<file path="src/rtl/controle_fechadura.sv">
// controle_fechadura
// Sequencing controller for the serial-code door lock. It frames a code-entry
// attempt, shifts in a fixed-length serial code (MSB first), compares it with
// the stored password, counts consecutive failures, enforces a lockout after
// too many failures, and lets the password be reprogrammed while the door is open.
//
// Ports:
//   clk        clock, all state changes on the rising edge
//   rst        asynchronous, active-low reset
//   start      begin an attempt (only looked at in IDLE)
//   bit_valid  strobe, bit_in is valid this cycle
//   bit_in     serial code bit, MSB first
//   prog       request password reprogramming (only looked at in ABERTA)
//   aberta     door open (ABERTA and PROGRAMA)
//   erro       wrong code / lockout indication (ERRO and BLOQUEIO)
//   bloqueada  lockout active
//   busy       controller not in IDLE
//   falhas     current consecutive-failure count

module controle_fechadura #(
    parameter int                  CODE_LEN     = 6,
    parameter logic [CODE_LEN-1:0] DEFAULT_CODE = 6'b101100,
    parameter int                  MAX_FAIL     = 3,
    parameter int                  OPEN_CYCLES  = 8,
    parameter int                  LOCK_CYCLES  = 16,
    parameter int                  TIMEOUT      = 10
) (
    input  logic       clk,
    input  logic       rst,
    input  logic       start,
    input  logic       bit_valid,
    input  logic       bit_in,
    input  logic       prog,
    output logic       aberta,
    output logic       erro,
    output logic       bloqueada,
    output logic       busy,
    output logic [2:0] falhas
);

    localparam int CNT_W = $clog2(CODE_LEN + 1);

    localparam logic [CNT_W-1:0] LAST_BIT  = CNT_W'(CODE_LEN - 1);
    localparam logic [7:0]       TMO_V     = 8'(TIMEOUT);
    localparam logic [7:0]       OPEN_LAST = 8'(OPEN_CYCLES - 1);
    localparam logic [7:0]       LOCK_LAST = 8'(LOCK_CYCLES - 1);
    localparam logic [2:0]       MAX_V     = 3'(MAX_FAIL);

    typedef enum logic [2:0] {
        IDLE,
        RECEBE,
        VERIFICA,
        ABERTA,
        PROGRAMA,
        ERRO,
        BLOQUEIO
    } state_t;

    state_t              state, state_next;
    logic [CODE_LEN-1:0] sr, sr_next;
    logic [CODE_LEN-1:0] senha, senha_next;
    logic [CNT_W-1:0]    cnt, cnt_next;
    logic [7:0]          tmr, tmr_next;
    logic [2:0]          falhas_q, falhas_next;

    logic [CODE_LEN-1:0] shifted;
    logic [2:0]          falhas_inc;
    state_t              fail_state;

    // Shift register contents once the current bit is accepted.
    assign shifted = {sr[CODE_LEN-2:0], bit_in};

    // A failed attempt (wrong code or entry timeout) bumps the saturating
    // failure counter; reaching the limit sends us to lockout instead of ERRO.
    assign falhas_inc = (falhas_q == MAX_V) ? falhas_q : falhas_q + 3'd1;
    assign fail_state = (falhas_inc == MAX_V) ? BLOQUEIO : ERRO;

    // All registers: reset restores the factory password and clears everything.
    always_ff @(posedge clk or negedge rst) begin
        if (!rst) begin
            state    <= IDLE;
            sr       <= '0;
            senha    <= DEFAULT_CODE;
            cnt      <= '0;
            tmr      <= '0;
            falhas_q <= '0;
        end else begin
            state    <= state_next;
            sr       <= sr_next;
            senha    <= senha_next;
            cnt      <= cnt_next;
            tmr      <= tmr_next;
            falhas_q <= falhas_next;
        end
    end

    // Next-state and datapath update logic.
    always_comb begin
        state_next  = state;
        sr_next     = sr;
        senha_next  = senha;
        cnt_next    = cnt;
        tmr_next    = tmr;
        falhas_next = falhas_q;

        case (state)
            IDLE: begin
                if (start) begin
                    state_next = RECEBE;
                    sr_next    = '0;
                    cnt_next   = '0;
                    tmr_next   = '0;
                end
            end

            // Code entry and password programming share the shifting and the
            // inactivity timer; a bit on the timeout edge still wins.
            RECEBE, PROGRAMA: begin
                if (bit_valid) begin
                    sr_next  = shifted;
                    cnt_next = cnt + 1'b1;
                    tmr_next = '0;
                    if (cnt == LAST_BIT) begin
                        if (state == RECEBE) begin
                            state_next = VERIFICA;
                        end else begin
                            senha_next = shifted;
                            state_next = IDLE;
                        end
                    end
                end else if (tmr == TMO_V) begin
                    tmr_next = '0;
                    if (state == RECEBE) begin
                        falhas_next = falhas_inc;
                        state_next  = fail_state;
                    end else begin
                        state_next = IDLE;
                    end
                end else begin
                    tmr_next = tmr + 8'd1;
                end
            end

            VERIFICA: begin
                tmr_next = '0;
                if (sr == senha) begin
                    falhas_next = '0;
                    state_next  = ABERTA;
                end else begin
                    falhas_next = falhas_inc;
                    state_next  = fail_state;
                end
            end

            // prog takes priority over the open-time expiry.
            ABERTA: begin
                if (prog) begin
                    state_next = PROGRAMA;
                    sr_next    = '0;
                    cnt_next   = '0;
                    tmr_next   = '0;
                end else if (tmr == OPEN_LAST) begin
                    state_next = IDLE;
                    tmr_next   = '0;
                end else begin
                    tmr_next = tmr + 8'd1;
                end
            end

            ERRO: begin
                state_next = IDLE;
            end

            BLOQUEIO: begin
                if (tmr == LOCK_LAST) begin
                    state_next  = IDLE;
                    tmr_next    = '0;
                    falhas_next = '0;
                end else begin
                    tmr_next = tmr + 8'd1;
                end
            end

            default: begin
                state_next = IDLE;
            end
        endcase
    end

    // Moore outputs decoded from the state register only.
    assign aberta    = (state == ABERTA) || (state == PROGRAMA);
    assign erro      = (state == ERRO) || (state == BLOQUEIO);
    assign bloqueada = (state == BLOQUEIO);
    assign busy      = (state != IDLE);
    assign falhas    = falhas_q;

endmodule

</file>
<file path="config.mk">
export PLATFORM = sky130hd
export DESIGN_NAME = controle_fechadura
export DESIGN_NICKNAME = d
export VERILOG_FILES = /design/src/rtl/controle_fechadura.sv
export SDC_FILE = /design/constraint.sdc
export NUM_CORES = 1
export LEC_CHECK = 0
export CAP_MARGIN = 0
export CORE_MARGIN = 2
export CORE_UTILIZATION = 56
export DETAILED_ROUTE_END_ITERATION = 10
export DONT_BUFFER_PORTS = 1
export PLACE_DENSITY = 0.74
export SETUP_SLACK_MARGIN = 0.15
export SYNTH_ARGS = -nofsm -noshare
export SYNTH_HDL_FRONTEND = slang
export SYNTH_SLANG_ARGS = --single-unit
</file>
<file path="constraint.sdc">
create_clock -name clk -period 1.8 [get_ports clk]
set_clock_uncertainty 0.05 [all_clocks]
set_input_delay 0.18 -clock clk [delete_from_list [all_inputs] [get_ports clk]]
set_output_delay 0.18 -clock clk [all_outputs]
set_load 0.05 [all_outputs]
</file>
Yosys cells after proc, flatten, opt, wreduce, memory -nomap -nowiden
Cells that the tools add are included.

Bits in registers: 29. Latch bits: 0. RAM bits: 0. Bits in read-only memories: 0. Input bits: 6. Output and inout port bits: 7. Word-level logic and storage cells: 79. Memories: 0.

Add/sub/neg operators: 3. Multipliers: 0. Div/mod/pow operators: 0. Order comparisons: 0. Equal/unequal tests: 23. Shift-type cells: 0. Muxes and demuxes: 33. Bitwise operators: 1. Reductions and logical operators: 13.

Operators by type and width (count): $mux W3 (17); $mux W8 (6); $pmux W8 S5 (1); $mux W6 (3); $pmux W3 S3 (2); $pmux W6 S3 (1); $eq A8 B4 Y1 const B (2); $pmux W3 S5 (1); $eq A3 B2 Y1 const B (4); $eq A3 B3 Y1 const B (4); $ne A2 B2 Y1 const B (6); $reduce_and A5 Y1 (2); $ne A3 B3 Y1 const B (3); $reduce_bool A3 Y1 (3); $add A8 B1 Y8 const B (1); $eq A8 B3 Y1 const B (1); $reduce_and A4 Y1 (2); $add A3 B1 Y3 const B (2); $eq A6 B6 Y1 (1); $reduce_bool A5 Y1 (1); $mux W2 (2); $eq A3 B1 Y1 const B (1); $logic_not A3 Y1 (1); $logic_or A1 B1 Y1 (2); 4 further kinds (4).

Logic depth before layout (Yosys ltp)
Word-level depth: 8. Gate-level depth with buffers: 8.

Least setup slack after synthesis
No wires, ideal clock.

Kind: register to output. Start: register state[0]. End: output aberta. Arrival time: 1801 ps. Required time: 1570 ps. Path slack: -231 ps. Cell stages (with the launch flop): 4. Path buffers: 2. Cells stage by stage: dfrtp_1 > buf_2 > buf_1 > o21ai_0.

Cells in the longest elaborated chain, start to end: 2.

RTL lines: from (decl) (RTL line 59) `state_t state, state_next;`; from (signal assigned) (RTL line 88) `state <= state_next;`; $eq A3 B2 Y1 or $eq A3 B3 Y1 (tied branches) (RTL line 191) `assign aberta = (state == ABERTA) || (state == PROGRAMA);`; $logic_or A1 B1 Y1 (*) (RTL line 191); to (decl) (RTL line 34) `output logic aberta,`.

Mark *: on every way between the ends. The rest lies on a longest branch, timed or not.

Worst setup path after layout
Start: register state[0]. End: register tmr[2].

Cells in the longest elaborated chain, start to end: 4.

RTL lines: $eq A3 B1 Y1 or $eq A3 B3 Y1 (tied branches) (RTL line 106) `case (state)`; $reduce_or A2 Y1 (RTL line 106); $reduce_bool A5 Y1 (no line); $reduce_and A2 Y1 (no line); to (signal assigned) (RTL line 92) `tmr <= tmr_next;`; to (decl) (RTL line 63) `logic [7:0] tmr, tmr_next;`.

Several ways; a longest one is shown, not always the timed one. A chain may end at the register's enable or synchronous reset.

==> results by group <==
Floorplanning
  • FP Rows: 20
  • Die ar.: 0.003596 mm²
  • Placeable core area: 0.003028 mm²
  • Effective utilization at floorplan: 57.93%
  • Die Span X: 59.97 µm
  • Die Ht: 59.97 µm
  • IO Pins: 13

Synth
  • Compound-Gate Fraction of Synth Area: 16.98%
  • Ys async rst share: 100.0%
  • Post-synthesis mux area share: 7.989%
  • Post-synthesis adder-cell area fraction: 3.566%
  • Main synth FF type: dfrtp_1
  • #FFs+latches synth: 29
  • Synth Area in XOR/XNOR: 4.494%
  • Top cells by count, synth: 26 x dfrtp_1, 19 x nand2_1, 15 x o21ai_0
  • Netlist Area Pre-Place: 0.001754 mm²
  • Post-synth net total: 198
  • Sequential share of the synthesized area: 41.58%
  • Synth area leaders: dfrtp_1 37%, mux2_2 5.1%, dfstp_2 4.5%
  • Synth warn: 0
  • Largest family of logic cells by synthesized area: simple AND/OR/NAND/NOR gates
  • Yosys cell types: 49
  • Leading area contributor after synthesis: dfrtp_1
  • Synth Area in Simple Gates: 20.26%
  • Post-Syn Instances: 187
  • Count leader, synth: dfrtp_1
  • Top cell type's share of synthesized area: 37.09%
  • Number of flops mapped to enable cells by yosys: 0
  • Mean Syn Cell Area: 9.381 µm²

Pwr
  • Logic pwr share: 65.9%
  • Cell area power density: 1617 mW/mm²
  • NetSw: 2.011 mW
  • Leak Pwr: 1.208 nW
  • Clock power frac: 12.7%
  • Switching share of power: 45.71%
  • Overall Power: 4.399 mW
  • Sequential group share of total power: 21.4%
  • VDD IR max: 976.4 µV
  • Internal power: 2.388 mW

Timing
  • Final count of pins violating max slew: 0
  • Achievable Freq: 0.4991 GHz
  • Post-route setup slack: -0.2036 ns
  • Max-slew headroom: 60.11%
  • Final hold violations: 0
  • Unrepaired setup endpoints after global routing: true
  • Final setup violation count: 12
  • Setup TNS: -1.307 ns
  • Post-route clock period utilization: 111.3%
  • Worst-margin pin slew: 0.5983 ns
  • Final min period: 2.004 ns

Worst setup path
  • R2R Path Start: state[0]
  • RR Endpoint: tmr[2]
  • Worst Setup End Kind: flip-flop
  • Kind of critical path: reg -> reg
  • Crit path from: state[0]
  • Crit path required time: 1.95 ns
  • CP Launch Type: flip-flop
  • Crit path max fanout: 6
  • R2R Setup Slk: -0.20 ns
  • Setup crit end: tmr[2]
  • Length in cells of the worst reg-to-reg path: 5
  • WP data arrival: 2.16 ns

Detailed routing
  • Initial DRT Pass Iterations: 6
  • Vias per cell: 6.582
  • DRT antenna net count: 0
  • Drt wl/cell: 22.77 µm
  • 1st-iter DRT viols: 237
  • Remaining DRCs: 0
  • WL final: 6649 µm
  • Vias after detailed routing: 1922

CTS
  • TritonCTS Sinks: 29
  • Clk_lat worst skew: 0.35 ns
  • Clock buffer count from CTS: 5
  • Clock root cell: clkbuf_4
  • H-tree depth: 2
  • CTS Buffer Depth: 2
  • Clock Pin Slew Worst Setup and Hold Paths: 0.11 ns
  • CTS tree: done

Global routing
  • Overflow after GRT: 0
  • First-pass GRT wire length: 7886 µm
  • Largest net degree at the start of global routing: 30
  • Vias in the first global route: 1744
  • Initial antenna violation count: 0
  • Gr usage total: 29.82%

Layout
  • Fin cells: 292
  • Multi-input gate area: 0.001219 mm²
  • NumNets Final: 258
  • Reg area: 735.7 µm²
  • # fillers: 113
  • Fraction of layout cells with a size suffix above 1: 52.42%
  • Area delta synth->final: 55.14%
  • Antenna diodes: 0
  • Final Instance Area: 0.002721 mm²
  • Utilization after layout: 89.88%

Placement
  • DP HPWL: 2824 µm
  • PortBufs: 0
  • Placed cell areas: 0.002058 mm²
  • GPL Wtd Cong: 0.8360
  • Inst Count DP: 253

Job
  • Maximum Capacitance Violations: 0

Outcome
  • Failing checks: setup timing
  • Status: finished with violations

Worst hold path
  • Worst Hold Class: in -> reg
## state kept, by name (all words and copies together), names as in the netlist
| signal | count |
|---|---|
| falhas | 3 |
| sr | 6 |
| state | 3 |
| tmr | 8 |
| senha | 6 |
| cnt | 3 |
## kinds of logic after synthesis
logic type,Yosys count
buffers and inverters,21
multiplexers,13
XOR/XNOR,9
adder cells (fa/ha/maj),5
AND/OR/NAND/NOR,66
AO/OA/AOI/OAI,44
flip-flops,29
## per-layer routing
layer | global-route usage (%) | vias to the layer above | wire [µm]
li1 | - | 784 | -
met1 | 35.95 | 931 | 2475
met2 | 49.07 | 155 | 3170
met3 | 9.091 | 52 | 627
met4 | 12.70 | 0 | 376
met5 | 0 | - | 0
## stage by stage
stage	hold WS, ns	setup WS [ns]
floorplan	-0.1656	0.01837
CTS	0.04085	-0.09327
finish	0.06534	-0.2036
global route	0.05682	-0.3766
global placement	-0.1650	-0.06802
detailed placement	-0.1649	-0.1483
## final cells by class
cell class	instances	area share [%]
Sequential cell	29	27.03
Tap cell	44	2.023
Timing Repair Buffer	60	20.64
Clock buffer	5	1.379
Clock inverter	3	1.701
Inverter	14	2.437
Multi-Input combinational cell	137	44.78
## critical path, cell delays in order (launching register included)
cell     delay (ns)
dfrtp_2        0.52
buf_4          0.17
nor4_2         0.48
a21oi_1        0.25
a21oi_1        0.30
a21oi_1        0.08
## power groups by stage
stage / sequential (mW) / clock, mW / combinational, mW
floorplan: 0.893 / 0 / 1.16
global placement: 0.911 / 0 / 1.54
detailed placement: 0.921 / 0 / 1.61
CTS: 0.899 / 0.559 / 2.15
global route: 0.955 / 0.589 / 3.03
finish: 0.940 / 0.560 / 2.90
## cell usage in the layout, fill, tap and decap left out, types with 2 or more instances in the layout
cell type	synthesis	layout
nand3_1	10	3
clkinvlp_4	0	2
mux2i_1	5	5
nand2b_1	2	2
a211o_1	2	2
a21oi_1	8	6
a22o_1	2	2
dfstp_2	3	3
nand3b_1	2	2
dfrtp_2	0	5
a21oi_2	1	3
xnor2_1	3	2
inv_4	0	2
nor2_4	0	3
clkbuf_4	0	5
or3_1	2	2
dfrtp_1	26	21
buf_4	2	36
o21ai_1	2	9
o31a_1	2	2
nand3_2	0	7
a21o_1	2	2
o2111ai_2	1	2
ha_1	5	2
nand2_2	0	2
o21ai_0	15	4
xor2_1	6	6
nor3_2	0	3
nor2_1	13	9
dlygate4sd3_1	0	3
ha_4	0	2
nor4_2	0	2
buf_12	0	2
nand2_1	19	15
buf_6	0	17
o21ai_2	0	3
mux2_4	0	7
inv_1	14	10
## worst min path at each step
stage | slack, ns | end | cells past startpoint | startpoint
floorplan | -0.17 | cnt[0] | 0 | rst
global placement | -0.16 | falhas[1] | 0 | rst
detailed placement | -0.16 | falhas[1] | 0 | rst
CTS | 0.04 | state[1] | 2 | bit_valid
global route | 0.06 | state[1] | 2 | bit_valid
finish | 0.07 | state[1] | 2 | bit_valid
## repair_timing
action,4_1_cts,5_1_grt
endpoints found under the hold margin,32,0
buffers inserted,14,10
setup endpoints to repair,27,33
hold buffers,4,0
gates cloned,2,1
pin swaps,15,8
gates resized for setup,43,42
No activity file was read; power rests on OpenSTA's default activity.
